--- src/rtl/inst_fetch.sv ---
// -----------------------------------------------------------------------------
// inst_fetch
//
// Instruction fetch sequencer. Fetches one instruction word from memory at the
// current program counter, presents it on code with a one-cycle start pulse,
// then waits for the controller. The controller either branches or advances
// to the next sequential address, which starts the next fetch. A HALT opcode
// (3'b111 in code[22:20]) parks the unit until reset.
//
// Ports
//   clk          in   1   rising-edge clock
//   rst          in   1   asynchronous reset, active low (0 = in reset)
//   inc_pc       in   1   controller: advance to next sequential instruction
//   branch       in   1   controller: load branch_tgt into pc (wins over inc_pc)
//   branch_tgt   in   8   branch destination
//   mem_req      out  1   instruction memory read request
//   mem_addr     out  8   read address, always equal to pc
//   mem_ack      in   1   mem_rdata is valid this cycle
//   mem_rdata    in  23   instruction word from memory
//   code         out 23   instruction register, opcode in code[22:20]
//   start        out  1   one-cycle pulse: new instruction valid on code
//   pc           out  8   program counter
//   halted       out  1   a HALT opcode has been fetched
//   fetch_count  out 16   instructions issued, saturating at 16'hFFFF
// -----------------------------------------------------------------------------
module inst_fetch (
    input  logic        clk,
    input  logic        rst,
    input  logic        inc_pc,
    input  logic        branch,
    input  logic [7:0]  branch_tgt,
    output logic        mem_req,
    output logic [7:0]  mem_addr,
    input  logic        mem_ack,
    input  logic [22:0] mem_rdata,
    output logic [22:0] code,
    output logic        start,
    output logic [7:0]  pc,
    output logic        halted,
    output logic [15:0] fetch_count
);

    localparam logic [2:0]  OP_HALT   = 3'b111;
    localparam logic [15:0] COUNT_MAX = 16'hFFFF;

    typedef enum logic [2:0] {
        S_IDLE  = 3'd0,
        S_FETCH = 3'd1,
        S_ISSUE = 3'd2,
        S_EXEC  = 3'd3,
        S_HALT  = 3'd4
    } state_t;

    state_t      state_reg, state_next;
    logic [7:0]  pc_reg, pc_next;
    logic [22:0] code_reg, code_next;
    logic [15:0] count_reg, count_next;

    // -------------------------------------------------------------------------
    // State and datapath registers
    // -------------------------------------------------------------------------
    always_ff @(posedge clk or negedge rst) begin
        if (!rst) begin
            state_reg <= S_IDLE;
            pc_reg    <= 8'h00;
            code_reg  <= 23'h0;
            count_reg <= 16'h0;
        end else begin
            state_reg <= state_next;
            pc_reg    <= pc_next;
            code_reg  <= code_next;
            count_reg <= count_next;
        end
    end

    // -------------------------------------------------------------------------
    // Next-state and datapath update. Inputs are only looked at in the state
    // that owns them: mem_ack/mem_rdata in FETCH, branch/inc_pc in EXEC.
    // -------------------------------------------------------------------------
    always_comb begin
        state_next = state_reg;
        pc_next    = pc_reg;
        code_next  = code_reg;
        count_next = count_reg;

        case (state_reg)
            S_IDLE: begin
                state_next = S_FETCH;
            end

            S_FETCH: begin
                // pc is frozen here, so mem_addr stays stable across waits
                if (mem_ack) begin
                    code_next  = mem_rdata;
                    state_next = S_ISSUE;
                end
            end

            S_ISSUE: begin
                if (count_reg != COUNT_MAX) begin
                    count_next = count_reg + 16'd1;
                end
                if (code_reg[22:20] == OP_HALT) begin
                    state_next = S_HALT;
                end else begin
                    state_next = S_EXEC;
                end
            end

            S_EXEC: begin
                if (branch) begin
                    pc_next    = branch_tgt;
                    state_next = S_FETCH;
                end else if (inc_pc) begin
                    // 8-bit add wraps 8'hFF to 8'h00
                    pc_next    = pc_reg + 8'd1;
                    state_next = S_FETCH;
                end
            end

            S_HALT: begin
                state_next = S_HALT;
            end

            default: begin
                state_next = S_IDLE;
            end
        endcase
    end

    // -------------------------------------------------------------------------
    // Outputs: decoded purely from registered state, so start and mem_req have
    // no combinational path from any input.
    // -------------------------------------------------------------------------
    always_comb begin
        mem_req = 1'b0;
        start   = 1'b0;
        halted  = 1'b0;

        case (state_reg)
            S_FETCH: mem_req = 1'b1;
            S_ISSUE: start   = 1'b1;
            S_HALT:  halted  = 1'b1;
            default: ;
        endcase
    end

    assign mem_addr    = pc_reg;
    assign pc          = pc_reg;
    assign code        = code_reg;
    assign fetch_count = count_reg;

endmodule

--- config.mk ---
export PLATFORM = sky130hd
export DESIGN_NAME = inst_fetch
export DESIGN_NICKNAME = d
export VERILOG_FILES = /design/src/rtl/inst_fetch.sv
export SDC_FILE = /design/constraint.sdc
export NUM_CORES = 1
export LEC_CHECK = 0
export CORE_ASPECT_RATIO = 1.2
export CORE_MARGIN = 2
export CORE_UTILIZATION = 39
export CTS_CLUSTER_DIAMETER = 120
export CTS_CLUSTER_SIZE = 16
export DETAILED_ROUTE_END_ITERATION = 6
export PLACE_DENSITY = 0.8
export RECOVER_POWER = 50
export SLEW_MARGIN = 0
export SYNTH_ARGS = -nofsm -noshare
export SYNTH_HDL_FRONTEND = slang
export SYNTH_SLANG_ARGS = --single-unit
--- constraint.sdc ---
create_clock -name clk -period 2.11 [get_ports clk]
set_input_delay 0.422 -clock clk [delete_from_list [all_inputs] [get_ports clk]]
set_output_delay 0.422 -clock clk [all_outputs]
set_load 0.01 [all_outputs]
==> results.txt <==
The worst supply voltage drop on vdd came out at 0.7376 mV. Setup repair after global routing left no endpoint under its margin. The flip-flop count of the largest register after layout is 23. Walking the worst path, the cells encountered are nor3b_4 > clkdlybuf4s50_1. The endpoint identified for the worst register-to-register timing path is code[10]$_DFFE_PN0P_.

The end point of the critical path is start. The number of instances in the placed design came out at 374. The run finished with clean final reports.

After synthesis, the largest area contributor takes up 52.69% of total cell area. The worst path required time came out at 1.69 ns. The number of buffers and inverters on the critical path came out at 1. The source of the critical timing path is state_reg[2]$_DFFE_PN0P_. The die width is 75.24 um.

The quantity of hold-fixing buffers added after cts is 0. The detailed-route wire length per cell came out at 12.97 um. The post-synthesis net count is 245. Between clock sinks in the finished design, the worst skew comes to 0.009485 ns. The final number of max-transition violations is 0. In the layout the commonest cells are sky130_fd_sc_hd__clkdlybuf4s50_1, sky130_fd_sc_hd__dfrtp_1, sky130_fd_sc_hd__mux2_2. The via count of the first global-routing pass came out at 1,923. The non-filler instance count after layout came out at 382.

The global router's overall resource usage is 15.82%. The placer's final routability congestion estimate is 0.7981. The count of different cell masters after synthesis is 40.

The path type of the worst min-delay path is input pin to async pin. The number of sinks on the clock net is 50. Yosys attributes the largest share of cell area to sky130_fd_sc_hd__dfrtp_1, sky130_fd_sc_hd__mux2_2, sky130_fd_sc_hd__xor2_1. The pin count of the biggest net entering global routing is 51.

Compared with the post-synthesis result, the final layout area differs by 46.63%. The max-cap check violation count came out at 0. The fraction of registers with async set or reset after synthesis came out at 100.0%. The library cell used most frequently in the layout, excluding fill and tap cells, is sky130_fd_sc_hd__clkdlybuf4s50_1. The clock tree synthesis step divided the H-tree into 2 levels. The delay of the slowest critical-path stage came out at 0.58 ns.

The prevailing post-synth register cell is sky130_fd_sc_hd__dfrtp_1. A synthesized cell averages 11.47 um2. The count of pins on the block boundary is 94. Clock-pin slew was measured on the worst setup and hold paths at 0.10 ns. The layout cell share with drive strength beyond 1 came out at 15.33%. Counting every instance in the synthesized netlist gives 207. The number of cell rows is 31.

The core area is 0.005973 mm2. The relative slew slack came out at 19.15%. The first detailed-routing pass took 4 iterations. The count of cell instances traversed by the critical path is 2. Of all cell types, the one taking the most synthesized area is sky130_fd_sc_hd__dfrtp_1. The worst setup path is launched from a flop. The die extent in y came out at 89.48 um. The number of cells on the worst reg-to-reg path is 5. The TritonCTS clock tree is done. The worst endpoint data arrival time is 1.60 ns. In the finished design, the share of the clock period the worst path needs comes to 96.03%. In this run the critical register-to-register path is launched from state_reg[0]$_DFFE_PN0P_.

The maximum fanout along the worst path came out at 7. The number of register bits inferred by synthesis is 50. The count of final setup violators came out at 0.

For flop-to-flop paths, the worst setup slack is 0.27 ns. The critical-path cell with the highest stage delay is sky130_fd_sc_hd__clkdlybuf4s50_1. After detailed routing, the total wire length is 4955 um. Global routing finished with a remaining overflow of 0. The via count normalized by instance count is 4.950. The synthesis warning total came out at 0. In this run, synthesis inferred 0 flip-flops with an integrated enable. The critical path is of the flop to primary output type. In the final design database the tool counted 337 nets.

After layout, the minimum clock period comes to 2.026 ns. The critical path capture point type is a primary output. The post-synthesis instance area came out at 0.002375 mm2.

The detailed router finished its first iteration with 74 violations. Broken down by cell family, the worst path's largest delay share belongs to buffers and inverters. The buffer type at the clock tree root is sky130_fd_sc_hd__clkbuf_8. The power density over the cells came out at 1220 mW/mm2. The number of antenna violations at the first check in global routing came to 0. The number of clock buffers added by TritonCTS is 5. 0 antenna diodes ended up in the layout. The number of buffers on the longest clock path came out at 2. The remaining routing DRC violations is 0.

The total via count after detailed routing came out at 1,891. The portion of the post-synthesis area used by sequential elements is 52.69%. The die covers 0.006732 mm2. The post-DP HPWL came out at 3688 um. The first global-routing pass estimated 8238 um of wire. Summed over all failing endpoints, the final setup total negative slack is 0 ns. The transition time at the pin with the least slew margin is 1.213 ns. The source-to-sink clock delay at the later pin of the worst-skew pair came out at 0.30 ns. The number of routed nets with antenna violations came out at 0. The final count of hold timing violations was 0.

Based on the critical path, the design can be clocked at up to 493.5 MHz. Once the floorplan was initialized, standard cells occupied 39.76% of the core. The number of buffers added on ports is 93.

In this run the static leakage power is 1.432 nW.
[worst reg2reg max path: stages (launching register included)]
cell and delay (ns):
sky130_fd_sc_hd__dfrtp_1 0.41, sky130_fd_sc_hd__clkbuf_1 0.30, sky130_fd_sc_hd__nand2_1 0.13, sky130_fd_sc_hd__nor3_1 0.31, sky130_fd_sc_hd__buf_12 0.22, sky130_fd_sc_hd__mux2_2 0.35
[where the power goes]
group / total, mW / internal (mW) / switching (mW)
sequential: 1.65 / 1.32 / 0.330
clock: 0.681 / 0.356 / 0.325
combinational: 1.92 / 1.20 / 0.723
total: 4.25 / 2.87 / 1.38
[per-stage QoR]
stage / area (um2) / utilization, % / hold slack (ns) / setup slack (ns) / total power [mW]
2_1_floorplan: 2375 / - / 0.1264 / 0.3483 / 2.582
3_3_place_gp: 3383 / 56.64 / 0.4897 / 0.2930 / 3.580
3_5_place_dp: 3383 / 56.64 / 0.4946 / 0.2588 / 3.631
4_1_cts: 3496 / 58.53 / 0.2353 / 0.01099 / 4.336
5_1_grt: 3482 / 58.29 / 0.5304 / 0.007780 / 4.527
6_report: 3482 / 58.29 / 0.4368 / 0.08370 / 4.249
[how the worst min path moves through the flow]
stage	from	end	slack (ns)
2_1_floorplan	rst	code[0]$_DFFE_PN0P_	0.13
3_3_place_gp	code[15]$_DFFE_PN0P_	code[15]$_DFFE_PN0P_	0.49
3_5_place_dp	code[15]$_DFFE_PN0P_	code[15]$_DFFE_PN0P_	0.49
4_1_cts	rst	code[1]$_DFFE_PN0P_	0.24
5_1_grt	code[9]$_DFFE_PN0P_	code[9]$_DFFE_PN0P_	0.53
6_report	rst	code[3]$_DFFE_PN0P_	0.44
[cell usage after synthesis (2+ instances only)]
library cell / count
sky130_fd_sc_hd__nand2b_1: 3
sky130_fd_sc_hd__buf_4: 8
sky130_fd_sc_hd__inv_1: 5
sky130_fd_sc_hd__mux2_2: 26
sky130_fd_sc_hd__nor4_1: 5
sky130_fd_sc_hd__mux2i_1: 2
sky130_fd_sc_hd__a21oi_1: 10
sky130_fd_sc_hd__o2bb2ai_1: 2
sky130_fd_sc_hd__dfrtp_1: 50
sky130_fd_sc_hd__o21ai_0: 10
sky130_fd_sc_hd__nor2_1: 10
sky130_fd_sc_hd__xor2_1: 9
sky130_fd_sc_hd__o211ai_1: 2
sky130_fd_sc_hd__nor2b_1: 2
sky130_fd_sc_hd__nor3b_1: 4
sky130_fd_sc_hd__clkbuf_1: 4
sky130_fd_sc_hd__nand2_1: 11
sky130_fd_sc_hd__nand3_1: 7
sky130_fd_sc_hd__o31a_1: 2
sky130_fd_sc_hd__buf_2: 3
sky130_fd_sc_hd__nor3_1: 8
sky130_fd_sc_hd__ha_1: 2
sky130_fd_sc_hd__nand4_1: 5
[routing by layer]
| metal | global-route usage (%) | vias up | part of all wire (%) |
|---|---|---|---|
| li1 | - | 927 | - |
| met1 | 18.38 | 892 | 42 |
| met2 | 27.19 | 66 | 49 |
| met3 | 5.637 | 6 | 8.5 |
| met4 | 4.944 | 0 | 1.2 |
| met5 | 0 | - | 0 |
[logic make-up (layout without fill, tap and decap cells)]
family,count (synthesis),count (layout),share of synthesized area (%)
xor+xnor,10,10,3.688
buf+inv,20,113,4.584
compound gates,33,33,9.115
mux,28,28,13.17
flops,50,50,52.69
fa+ha+maj,2,2,1.054
simple gates,64,64,15.70
[final cells by class]
class	count	area [um2]
Clock inverter	3	43.79
Sequential cell	50	1254
Fill cell	534	2491
Clock buffer	5	68.82
Tap cell	82	102.6
Timing Repair Buffer	100	979.7
Multi-Input combinational cell	137	1015
Inverter	5	18.77
[repair_timing]
| item | CTS | global route |
|---|---|---|
| resized for setup | 0 | 3 |
| setup buffers | 0 | 0 |
| endpoints found under the setup margin | 0 | 2 |
Note: power is estimated with default switching activity, not from simulation.
